`src/rtl/ctrl_sequencer.sv`:
```
// Eight-phase instruction sequencer for the accumulator CPU: drives address-mux select and datapath strobes.
// Latency: outputs are a zero-latency combinational decode of the phase register, opcode and zero.
// Backpressure: none by default; with CTRL_STALL_EN, stall holds the phase and suppresses state-changing strobes.
//
// Optional feature macro: CTRL_STALL_EN (adds the `stall` input).
//
// Ports:
//   clk, rst      - rising-edge clock, asynchronous active-high reset
//   opcode, zero  - current instruction opcode from IR, accumulator-is-zero flag
//   stall         - (CTRL_STALL_EN only) freeze phase, gate strobes
//   sel           - address mux select, SEL_ACTIVE selects the PC address
//   mem_rd/mem_wr - memory read enable / write strobe
//   load_ir/load_ac/load_pc/inc_pc - register load and PC increment strobes
//   data_e        - accumulator drives data bus
//   halt          - CPU halted (sticky until rst)
//   phase         - current phase, for debug
module ctrl_sequencer #(
   parameter logic SEL_ACTIVE = 1'b1
) (
   input  logic       clk,
   input  logic       rst,
   input  logic [2:0] opcode,
   input  logic       zero,
`ifdef CTRL_STALL_EN
   input  logic       stall,
`endif
   output logic       sel,
   output logic       mem_rd,
   output logic       mem_wr,
   output logic       load_ir,
   output logic       load_ac,
   output logic       load_pc,
   output logic       inc_pc,
   output logic       data_e,
   output logic       halt,
   output logic [2:0] phase
);

   localparam logic [2:0] PH_INST_ADDR  = 3'd0;
   localparam logic [2:0] PH_INST_FETCH = 3'd1;
   localparam logic [2:0] PH_INST_LOAD  = 3'd2;
   localparam logic [2:0] PH_IDLE       = 3'd3;
   localparam logic [2:0] PH_OP_ADDR    = 3'd4;
   localparam logic [2:0] PH_OP_FETCH   = 3'd5;
   localparam logic [2:0] PH_ALU_OP     = 3'd6;
   localparam logic [2:0] PH_STORE      = 3'd7;

   localparam logic [2:0] OP_HLT = 3'd0;
   localparam logic [2:0] OP_SKZ = 3'd1;
   localparam logic [2:0] OP_ADD = 3'd2;
   localparam logic [2:0] OP_AND = 3'd3;
   localparam logic [2:0] OP_XOR = 3'd4;
   localparam logic [2:0] OP_LDA = 3'd5;
   localparam logic [2:0] OP_STO = 3'd6;
   localparam logic [2:0] OP_JMP = 3'd7;

   logic halted;
   logic advance;
   logic alu_op;

`ifdef CTRL_STALL_EN
   assign advance = ~stall;
`else
   assign advance = 1'b1;
`endif

   assign alu_op = (opcode == OP_ADD) || (opcode == OP_AND) ||
                   (opcode == OP_XOR) || (opcode == OP_LDA);

   // Phase counter; a HLT seen in OP_ADDR parks the counter at OP_ADDR
   // instead of advancing, and only rst releases it.
   always_ff @(posedge clk or posedge rst) begin
      if (rst) begin
         phase  <= PH_INST_ADDR;
         halted <= 1'b0;
      end else if (!halted && advance) begin
         if (phase == PH_OP_ADDR && opcode == OP_HLT)
            halted <= 1'b1;
         else
            phase <= phase + 3'd1;
      end
   end

   always_comb begin
      sel     = ~SEL_ACTIVE;
      mem_rd  = 1'b0;
      mem_wr  = 1'b0;
      load_ir = 1'b0;
      load_ac = 1'b0;
      load_pc = 1'b0;
      inc_pc  = 1'b0;
      data_e  = 1'b0;
      halt    = 1'b0;
      case (phase)
         PH_INST_ADDR: begin
            sel = SEL_ACTIVE;
         end
         PH_INST_FETCH: begin
            sel    = SEL_ACTIVE;
            mem_rd = 1'b1;
         end
         PH_INST_LOAD, PH_IDLE: begin
            sel     = SEL_ACTIVE;
            mem_rd  = 1'b1;
            load_ir = 1'b1;
         end
         PH_OP_ADDR: begin
            inc_pc = 1'b1;
            halt   = (opcode == OP_HLT);
         end
         PH_OP_FETCH: begin
            mem_rd = alu_op;
         end
         PH_ALU_OP: begin
            mem_rd  = alu_op;
            inc_pc  = (opcode == OP_SKZ) && zero;
            load_pc = (opcode == OP_JMP);
            data_e  = (opcode == OP_STO);
         end
         PH_STORE: begin
            mem_rd  = alu_op;
            load_ac = alu_op;
            load_pc = (opcode == OP_JMP);
            // PC gives load_pc priority, so inc_pc here is harmless for JMP.
            inc_pc  = (opcode == OP_JMP);
            mem_wr  = (opcode == OP_STO);
            data_e  = (opcode == OP_STO);
         end
         default: begin
         end
      endcase

      // Parked in OP_ADDR: only halt remains, the phase-4 PC increment
      // must not keep firing.
      if (halted) begin
         sel     = ~SEL_ACTIVE;
         mem_rd  = 1'b0;
         mem_wr  = 1'b0;
         load_ir = 1'b0;
         load_ac = 1'b0;
         load_pc = 1'b0;
         inc_pc  = 1'b0;
         data_e  = 1'b0;
         halt    = 1'b1;
      end

`ifdef CTRL_STALL_EN
      // A stalled phase repeats, so anything that changes architectural
      // state is suppressed; read-side signals keep their decode.
      if (stall) begin
         mem_wr  = 1'b0;
         load_ir = 1'b0;
         load_ac = 1'b0;
         load_pc = 1'b0;
         inc_pc  = 1'b0;
      end
`endif
   end

endmodule

```
`config.mk`:
```
export PLATFORM = sky130hd
export DESIGN_NAME = ctrl_sequencer
export DESIGN_NICKNAME = d
export VERILOG_FILES = /design/src/rtl/ctrl_sequencer.sv
export SDC_FILE = /design/constraint.sdc
export NUM_CORES = 1
export LEC_CHECK = 0
export BUFFER_PORTS_ARGS = -buffer_cell sky130_fd_sc_hd__clkbuf_2
export CAP_MARGIN = 10
export CORE_AREA = 2 2 39 41
export CTS_CLUSTER_SIZE = 16
export DETAILED_ROUTE_END_ITERATION = 10
export DIE_AREA = 0 0 41 43
export PLACE_DENSITY = 0.5
export SYNTH_ARGS = -nofsm -noshare
export SYNTH_HDL_FRONTEND = slang
export SYNTH_SLANG_ARGS = --single-unit
```
`constraint.sdc`:
```
create_clock -name clk -period 1.5 [get_ports clk]
set_input_delay 0.3 -clock clk [delete_from_list [all_inputs] [get_ports clk]]
set_output_delay 0.3 -clock clk [all_outputs]
set_load 0.01 [all_outputs]
```
==> results.sh <==
export IMPL_syn_inst=40
export IMPL_initialDrtViolationCount=0
export IMPL_viasPerCell=4.559
export IMPL_p_leak_uw=0.0003539
export IMPL_crit_chain="ha_4, ha_4, a211oi_2, o22a_1, nor2_1, clkbuf_2"
export IMPL_fmax_ghz=0.5444
export IMPL_p_sw_uw=625.7
export IMPL_cts_num_sinks=4
export IMPL_netlist_area_um2=349.1
export IMPL_crit_top_cell="ha_4"
export IMPL_synth_common_cells="ha_1, inv_1, nor2_1"
export IMPL_numCtsBuffers=3
export IMPL_ys_warn_count=0
export IMPL_grt_max_degree=9
export IMPL_setup_worst_path_end_class="output pin"
export IMPL_coreArea_um2=1384
export IMPL_clk_path_buf_depth=2
export IMPL_drt_total_wl_um=1075
export IMPL_grt_pass1_vias=383
export IMPL_seqPwrFrac_pct=17.6
export IMPL_fin_crit_sh_pct=122.5
export IMPL_tightest_slew_ns=0.2427
export IMPL_rsz0062_at_grt="yes"
export IMPL_clock_root_buffer="clkbuf_4"
export IMPL_synth_seq_cells=4
export IMPL_initial_core_util_pct=25.23
export IMPL_slew_headroom_pct=83.75
export IMPL_grt_overflow_total=0
export IMPL_p_comb_share_pct=73.4
export IMPL_setup_tns_ns=-1.452
export IMPL_antenna_found_initial=0
export IMPL_required_ns=1.20
export IMPL_drv_slew=0
export IMPL_min_path_type="input port to async pin"
export IMPL_stdcell_area_um2=732.0
export IMPL_rows=14
export IMPL_cts_htree_levels=1
export IMPL_slowest_delay_ns=0.45
export IMPL_startpoint_type="flip-flop"
export IMPL_vias=424
export IMPL_synth_top_area_share_pct=28.67
export IMPL_grt_pass1_wl_um=1449
export IMPL_worst_r2r_endpoint="phase[1]"
export IMPL_placed_cells=82
export IMPL_critPathArrivalTime_ns=1.54
export IMPL_ir_worst_vdd_mv=1.206
export IMPL_post_route_min_period_ns=1.837
export IMPL_reg2reg_from="phase[1]"
export IMPL_finalSetupViolations=8
export IMPL_route_detailed_drc=0
export IMPL_final_cells=93
export IMPL_finClkSkew_ns=0.007983
export IMPL_status="finished with violations"
export IMPL_yosys_most_used_dff="dfrtp_1"
export IMPL_io_pins=18
export IMPL_die_w_um=41
export IMPL_clkLatencyLatePin_ns=0.23
export IMPL_hold_violations=0
export IMPL_drt_pass1_iterations=1
export IMPL_place_congestion=0.6909
export IMPL_synth_edff_count=0
export IMPL_antennaDiodeCount=0
export IMPL_violations="negative setup slack"
export IMPL_clk_pin_slew_worst_paths_ns=0.04
export IMPL_postSynthAreaPerCell_um2=8.727
export IMPL_crit_buf_inv=1
export IMPL_synth_nets=51
export IMPL_p_int_uw=965.3
export IMPL_track_usage_pct=12.10
export IMPL_place_ws_ns=-0.1854
export IMPL_post_drt_wl_per_cell_um=11.56
export IMPL_die_area_um2=1763
export IMPL_nets=89
export IMPL_areaGrowthSynthToFinish_pct=109.7
export IMPL_r2r_cells=5
export IMPL_clockPowerShare_pct=9.0
export IMPL_cp_top_family="flip-flops"
export IMPL_max_cap_viol_count=0
export IMPL_drive_above_1_share_pct=67.53
export IMPL_dpl_cell_area_um2=531.8
export IMPL_synth_top_cells_by_area="dfrtp_1, ha_1, inv_1"
export IMPL_powerDensity_nw_per_um2=2174
export IMPL_cp_max_fo=5
export IMPL_crit_slowest_cell="dfrtp_2"
export IMPL_postRouteAntennaNets=0
export IMPL_die_h_um=43
export IMPL_fin_ws_ns=-0.3368
export IMPL_cts_tree="yes"
export IMPL_r2r_slack_ns=0.04
export IMPL_ys_seq_area_share_pct=28.67
export IMPL_critical_path_depth=6
export IMPL_hold_slack_ns=0.4762
export IMPL_place_port_buffers=17
export IMPL_switching_share_pct=39.33
export IMPL_dpl_hpwl_um=729
export IMPL_synth_async_reset_ratio_pct=100.0
export IMPL_ys_types=18
export IMPL_criticalPathCategory="flip-flop to output pin"
export IMPL_yosysTopAreaCell="dfrtp_1"
-- what timing repair did --
action                                 in CTS  in global routing
endpoints found under the hold margin       4                  0
setup endpoints to repair                   8                 12
buffers inserted                            4                  3
pin swaps                                   1                  8
hold buffers                                1                  0
resized for setup                           8                 22
-- metrics by stage --
step	utilization [%]	power, µW
final	52.89	1591
after global routing	52.89	1722
after CTS	46.38	1400
after detailed placement	38.43	1044
after global placement	38.43	1049
after floorplan	-	655.5
-- power groups by stage --
stage	logic, µW	clock network [µW]	registers, µW
after CTS	990	153	257
after detailed placement	799	0	245
after global routing	1270	161	291
after global placement	805	0	244
after floorplan	377	0	278
final	1170	143	281
-- area by class of cell --
type	instances	area, µm²
well taps	16	20.02
fillers	145	651.9
multi-input cells	31	321.6
flip-flops and latches	4	103.9
clock buffers	4	26.28
repair buffers	33	241.5
inverters	5	18.77
-- worst reg2reg max path, cell delays in order (launching register included) --
cell and delay, ns:
dfrtp_2 0.45, inv_2 0.12, ha_4 0.13, nor4b_4 0.22, a21oi_2 0.12, mux2_4 0.31
-- per-layer routing --
layer | routed length [µm] | GRT usage [%] | part of all wire, %
met5 | 0 | 0 | 0
met4 | 0 | 8.000 | 0
met3 | 45 | 0 | 4.2
met2 | 595 | 20.63 | 55
met1 | 434 | 13.68 | 40
-- state kept, by name, indices dropped and copies added, names as in the netlist --
| name | flops |
|---|---|
| phase | 3 |
| halted | 1 |
-- layout by cell type (no fill, tap or decap), types with 2 or more instances in the layout --
cell and count:
nand2b_4 2, buf_2 6, inv_2 2, clkbuf_2 10
dfrtp_2 3, ha_4 3, buf_4 10, nand2_1 2
clkbuf_4 3, inv_1 3, o21ai_0 2, buf_6 5
xnor2_1 2, nor3_2 2, ha_1 2, nor2_1 5
-- logic make-up (layout without fill, tap and decap cells) --
logic type / after synthesis / after routing / share of synthesized area (%)
AO/OA/AOI/OAI: 8 / 8 / 15.41
buffers and inverters: 5 / 42 / 5.377
flip-flops: 4 / 4 / 28.67
XOR/XNOR: 2 / 2 / 5.019
adder cells (fa/ha/maj): 5 / 5 / 17.92
multiplexers: 1 / 1 / 4.300
AND/OR/NAND/NOR: 15 / 15 / 23.30
-- how the worst max path moves through the flow --
stage	from	slack, ns	endpoint
finish	phase[1]	-0.34	mem_rd
CTS	phase[0]	-0.33	mem_rd
global placement	phase[0]	-0.16	mem_rd
floorplan	phase[1]	0.002	mem_rd
detailed placement	phase[0]	-0.19	mem_rd
global route	phase[0]	-0.41	inc_pc
Note: power is estimated with default switching activity, not from simulation.
